### config.mk
export PLATFORM = sky130hd
export DESIGN_NAME = spi_slave_rx
export DESIGN_NICKNAME = d
export VERILOG_FILES = /design/src/rtl/spi_pkg.sv /design/src/rtl/spi_sync_edge.sv /design/src/rtl/spi_slave_rx.sv
export SDC_FILE = /design/constraint.sdc
export NUM_CORES = 1
export LEC_CHECK = 0
export CAP_MARGIN = 15
export CORE_UTILIZATION = 36
export CTS_BUF_LIST = sky130_fd_sc_hd__clkbuf_8
export CTS_CLUSTER_DIAMETER = 30
export DETAILED_ROUTE_END_ITERATION = 8
export PLACE_DENSITY = 0.55
export SYNTH_ARGS = -nofsm -noshare
export SYNTH_HDL_FRONTEND = slang
export SYNTH_SLANG_ARGS = --single-unit
### constraint.sdc
create_clock -name Clk_i -period 2.3 [get_ports Clk_i]
set_clock_uncertainty 0.1 [all_clocks]
set_input_delay 0.345 -clock Clk_i [delete_from_list [all_inputs] [get_ports Clk_i]]
set_output_delay 0.345 -clock Clk_i [all_outputs]
set_load 0.05 [all_outputs]
### src/rtl/spi_pkg.sv
// Shared types and defaults for the SPI slave receiver.
// Holds the frame width default, FSM state encoding and bit-count type.
// No logic; imported by the top level.
package spi_pkg;

  localparam int WIDTH_DEF = 8;
  localparam int CNT_W     = $clog2(WIDTH_DEF);

  typedef enum logic {
    IDLE   = 1'b0,
    ACTIVE = 1'b1
  } spi_slv_state_t;

  typedef logic [CNT_W-1:0] bitcnt_t;

endpackage

### src/rtl/spi_sync_edge.sv
// Multi-flop synchroniser for one asynchronous input plus rise/fall detection.
// Latency: level valid STAGES cycles after the pin changes; edges are 1-cycle strobes.
// No backpressure: free-running sampler.
module spi_sync_edge #(
  parameter int STAGES = 2
) (
  input  logic clk,
  input  logic rst_n,
  input  logic din,
  output logic level,
  output logic rise,
  output logic fall
);

  logic [STAGES-1:0] sync_q;
  logic              prev_q;

  // Synchroniser chain plus one extra flop holding the previous synchronised level
  always_ff @(posedge clk or negedge rst_n) begin
    if (!rst_n) begin
      sync_q <= '0;
      prev_q <= 1'b0;
    end else begin
      sync_q <= {sync_q[STAGES-2:0], din};
      prev_q <= sync_q[STAGES-1];
    end
  end

  assign level = sync_q[STAGES-1];
  assign rise  = level & ~prev_q;
  assign fall  = ~level & prev_q;

endmodule

### src/rtl/spi_slave_rx.sv
// SPI mode-0 slave: oversampled deserialiser (MSB first) with reply byte shifted on MISO.
// Latency: Ready_o pulses about SYNC_STAGES+2 Clk_i cycles after the last SCLK rise.
// No backpressure: Rcvd_o is overwritten by each completed frame; Ready_o is a 1-cycle strobe.
module spi_slave_rx
  import spi_pkg::*;
#(
  parameter int WIDTH       = WIDTH_DEF,
  parameter int SYNC_STAGES = 2
) (
  input  logic             Clk_i,
  input  logic             Rst_ni,
  input  logic             Sclk_i,
  input  logic             Mosi_i,
  input  logic             Sel_i,
  output logic             Miso_o,
  output logic             MisoEn_o,
  input  logic [WIDTH-1:0] TxBuf_i,
  output logic [WIDTH-1:0] Rcvd_o,
  output logic             Ready_o,
  output logic             Busy_o
);

  localparam int CW = (WIDTH > 1) ? $clog2(WIDTH) : 1;
  localparam logic [CW-1:0] LAST_BIT = CW'(WIDTH - 1);

  spi_slv_state_t    state, state_nxt;
  logic [CW-1:0]     cnt;
  logic [WIDTH-1:0]  rx_sh, tx_sh, rcvd;
  logic              ready, miso, skip_fall;
  logic              armed, warm;
  logic [SYNC_STAGES-1:0] warm_sh;

  logic sclk_rise, sclk_fall, sclk_s_unused;
  logic sel_s, sel_rise, sel_fall;
  logic mosi_s, mosi_rise_unused, mosi_fall_unused;
  logic start, desel;

  spi_sync_edge #(.STAGES(SYNC_STAGES)) u_sync_sclk (
    .clk(Clk_i), .rst_n(Rst_ni), .din(Sclk_i),
    .level(sclk_s_unused), .rise(sclk_rise), .fall(sclk_fall)
  );

  spi_sync_edge #(.STAGES(SYNC_STAGES)) u_sync_sel (
    .clk(Clk_i), .rst_n(Rst_ni), .din(Sel_i),
    .level(sel_s), .rise(sel_rise), .fall(sel_fall)
  );

  spi_sync_edge #(.STAGES(SYNC_STAGES)) u_sync_mosi (
    .clk(Clk_i), .rst_n(Rst_ni), .din(Mosi_i),
    .level(mosi_s), .rise(mosi_rise_unused), .fall(mosi_fall_unused)
  );

  // A select is only honoured once the synchronisers hold real pin values and SEL has
  // been seen low; this ignores a frame that was in flight across a reset.
  assign warm  = warm_sh[SYNC_STAGES-1];
  assign start = sel_rise && armed;
  assign desel = sel_fall || !sel_s;

  // Arming: wait for the sync chain to fill, then for SEL to be observed low
  always_ff @(posedge Clk_i or negedge Rst_ni) begin
    if (!Rst_ni) begin
      warm_sh <= '0;
      armed   <= 1'b0;
    end else begin
      warm_sh <= {warm_sh[SYNC_STAGES-2:0], 1'b1};
      if (warm && !sel_s) armed <= 1'b1;
    end
  end

  // FSM state register
  always_ff @(posedge Clk_i or negedge Rst_ni) begin
    if (!Rst_ni) state <= IDLE;
    else         state <= state_nxt;
  end

  // FSM next-state: deselect always wins over a coincident SCLK edge
  always_comb begin
    state_nxt = state;
    case (state)
      IDLE:    if (start) state_nxt = ACTIVE;
      ACTIVE:  if (desel) state_nxt = IDLE;
      default: state_nxt = IDLE;
    endcase
  end

  // FSM outputs
  always_comb begin
    MisoEn_o = 1'b0;
    Busy_o   = 1'b0;
    if (state == ACTIVE) begin
      MisoEn_o = 1'b1;
      Busy_o   = (cnt != '0);
    end
  end

  // Receive path: sample MOSI on SCLK rise, publish the byte on the last bit
  always_ff @(posedge Clk_i or negedge Rst_ni) begin
    if (!Rst_ni) begin
      cnt   <= '0;
      rx_sh <= '0;
      rcvd  <= '0;
      ready <= 1'b0;
    end else begin
      ready <= 1'b0;
      if (state == IDLE || desel) begin
        cnt <= '0;
      end else if (sclk_rise) begin
        rx_sh <= {rx_sh[WIDTH-2:0], mosi_s};
        if (cnt == LAST_BIT) begin
          cnt   <= '0;
          rcvd  <= {rx_sh[WIDTH-2:0], mosi_s};
          ready <= 1'b1;
        end else begin
          cnt <= cnt + 1'b1;
        end
      end
    end
  end

  // Transmit path: load at select, shift on SCLK fall, reload on the last bit so
  // back-to-back frames present the new MSB without a shift on the trailing fall
  always_ff @(posedge Clk_i or negedge Rst_ni) begin
    if (!Rst_ni) begin
      tx_sh     <= '0;
      miso      <= 1'b0;
      skip_fall <= 1'b0;
    end else if (state == IDLE) begin
      if (start) begin
        tx_sh     <= TxBuf_i;
        miso      <= TxBuf_i[WIDTH-1];
        skip_fall <= 1'b0;
      end
    end else if (!desel) begin
      if (sclk_rise && cnt == LAST_BIT) begin
        tx_sh     <= TxBuf_i;
        miso      <= TxBuf_i[WIDTH-1];
        skip_fall <= 1'b1;
      end else if (sclk_fall) begin
        if (skip_fall) begin
          skip_fall <= 1'b0;
        end else begin
          tx_sh <= {tx_sh[WIDTH-2:0], 1'b0};
          miso  <= tx_sh[WIDTH-2];
        end
      end
    end
  end

  assign Rcvd_o  = rcvd;
  assign Ready_o = ready;
  assign Miso_o  = miso;

endmodule

==> results.txt <==
area of the multi-input gates - 558 um^2
Post-synth ARST share - 1.00
placed cells - 177
Clk pwr share - 0.381
First DRT Iteration DRCs - 19
GPL Wtd Cong - 0.710
Final min period - 2090 ps
part of the power in registers - 0.508
Synth cell types - 22
clk_lat worst skew - 290 ps
crit-path leading delay family - buffers and inverters
vias post-DR - 877
top cells by area, synth - dfrtp_1 63%, mux2_2 21%, ha_1 2.4%
count leader, synth - dfrtp_1
register area - 0.00100 mm^2
drt drc - 0
initial antenna violation count - 0
CP cell instances - clkdlybuf4s50_1
ANT nets after route - 0
Post-CTS Setup Bufs - 0
Post-Layout Cell Count - 185
CP Max Fanout - 7
syn_nets - 120
First-pass DRT Iterations - 4
crit end category - primary output
DP Wirelength - 1.56 mm
Die Y - 68.3 um
Peak supply drop - 0.380 mV
crit path launch type - flip-flop
top_reg_cell synth - dfrtp_1
die width - 68.3 um
post-synthesis cell count - 104
CTS max path bufs - 2
Yosys top cell by area - dfrtp_1
Top Metal Used - met4
CP arrival - 1650 ps
CTS clk-pin slew, worst paths - 70 ps
setup TNS - 0 ps
Resized cells post-CTS - 0
Ant. Diodes - 0
per-cell routed wire length - 12.0 um
mapped cell area - 0.00158 mm^2
Via density - 4.74
Internal - 1.25 mW
syn_area_per_cell - 15.2 um^2
Leak - 0.912 nW
Filler cells - 371
Min Hold Slack - 58.2 ps
count of final hold-check violations - 0
clk sinks - 40
Num CTS Buffers - 5
slowest stage cell, crit path - clkdlybuf4s50_1
Sw Share - 0.213
Comb pwr share - 0.111
metal2 WL - 1.03 mm
area grow syn2layout - 26.2%
Max-slew headroom - 0.437
Root Buffer - clkbuf_8
first-pass GRT wire length - 3.80 mm
CTS tree - done
number of synthesized flops with an enable pin - 0
unrepaired setup endpoints after global routing - no
sequential-to-total area share from yosys stat - 0.633
P per Cell Area - 799 mW/mm^2
Fmax achieved - 0.477 GHz
IO Pins - 25
GRT Util Overall - 0.117
Yosys warning count - 0
metal3 WL - 132 um
proportion of netlist area held by the largest area contributor - 0.633
share of layout cells above drive strength 1 - 0.341
wire length on met1 - 991 um
core box area - 0.00412 mm^2
sw power - 0.340 mW
PortBufs - 24
Crit path buffers/inverters - 1
Slowest Stage Delay on Critical Path - 860 ps
Hold Crit Class - primary input to asynchronous set/reset pin
Yosys reg bits - 40
number of global-route vias before repair - 865
cts-stage hold buffer count - 0
Slew Viols, Final - 0
grt total ovfl - 0
floorplan row count - 23
Final period util - 0.911
max cap viols - 0
die area - 0.00466 mm^2
H-tree levels - 2
final setup fails - 0
final net count - 150
Post-Route WL - 2.22 mm
CP required - 1860 ps
largest net degree at the start of global routing - 41
top cells by count, synth - 40 x dfrtp_1, 29 x mux2_2, 7 x nor2_1, 4 x inv_1
Slew @ Worst Pin - 845 ps
run status - completed
Crit Path Category - flip-flop to primary output
initial core utilization - 0.384
registers in the layout (all words and copies together), names as in the netlist:
register and cells:
u_sync_sclk.prev_q 1, u_sync_sel.sync_q 2, Miso_o 1, rx_sh 7
Rcvd_o 8, armed 1, cnt 3, u_sync_mosi.sync_q 2
warm_sh 2, u_sync_sclk.sync_q 2, state 1, Ready_o 1
skip_fall 1, u_sync_sel.prev_q 1, tx_sh 7
worst paths after layout:
| path | endpoint | cells after the start | start | slack (ps) |
|---|---|---|---|---|
| max in group asynchronous | armed | 1 | Rst_ni | 1510 |
| min reg2reg | warm_sh[1] | 0 | warm_sh[0] | 250 |
| min in group Clk_i | warm_sh[1] | 0 | warm_sh[0] | 250 |
| max reg2reg | tx_sh[6] | 6 | cnt[0] | 330 |
| max | MisoEn_o | 1 | state | 210 |
| min | tx_sh[0] | 1 | Rst_ni | 60 |
metal layers:
metal | GRT usage | vias to the layer above
met5 | 0 | -
met3 | 0.0417 | 7
met4 | 0.0859 | 0
met1 | 0.131 | 426
met2 | 0.184 | 22
li1 | - | 422
placed cells by master, fill, tap and decap left out, types with 3 or more instances in the layout:
master            n
inv_1             4
nor2_1            7
mux2_2           29
clkbuf_8          7
ha_1              3
clkdlybuf4s50_1  22
nor2b_1           3
a21oi_1           3
dfrtp_1          40
area by class of cell:
class,instances,area share
Sequential cell,40,0.502
Tap cell,50,0.0313
Clock buffer,7,0.0483
Multi-Input combinational cell,59,0.280
Inverter,4,0.00752
Timing Repair Buffer,24,0.117
Clock inverter,1,0.0150
power by group through the flow:
| stage | Clock (mW) | Sequential, mW | Combinational, mW |
|---|---|---|---|
| after global placement | 0 | 0.825 | 0.178 |
| after global routing | 0.651 | 0.819 | 0.195 |
| after detailed placement | 0 | 0.824 | 0.180 |
| after floorplan | 0 | 0.838 | 0.0985 |
| after CTS | 0.630 | 0.811 | 0.181 |
| final | 0.607 | 0.810 | 0.177 |
metrics by stage:
stage,setup slack [ps],util,power (mW),cell area [um^2]
finish,205,0.485,1.59,2000
global route,127,0.485,1.67,2000
CTS,172,0.485,1.62,2000
detailed placement,322,0.454,1.00,1870
global placement,368,0.454,1.00,1870
floorplan,261,-,0.936,1580
cell families after synthesis:
family | count (synthesis) | synth area share
compound gates | 10 | 0.0530
simple gates | 16 | 0.0672
flops | 40 | 0.633
fa+ha+maj | 3 | 0.0237
mux | 29 | 0.206
other cells | 1 | 0.00237
buf+inv | 5 | 0.0142
Note: power is estimated with default switching activity, not from simulation.
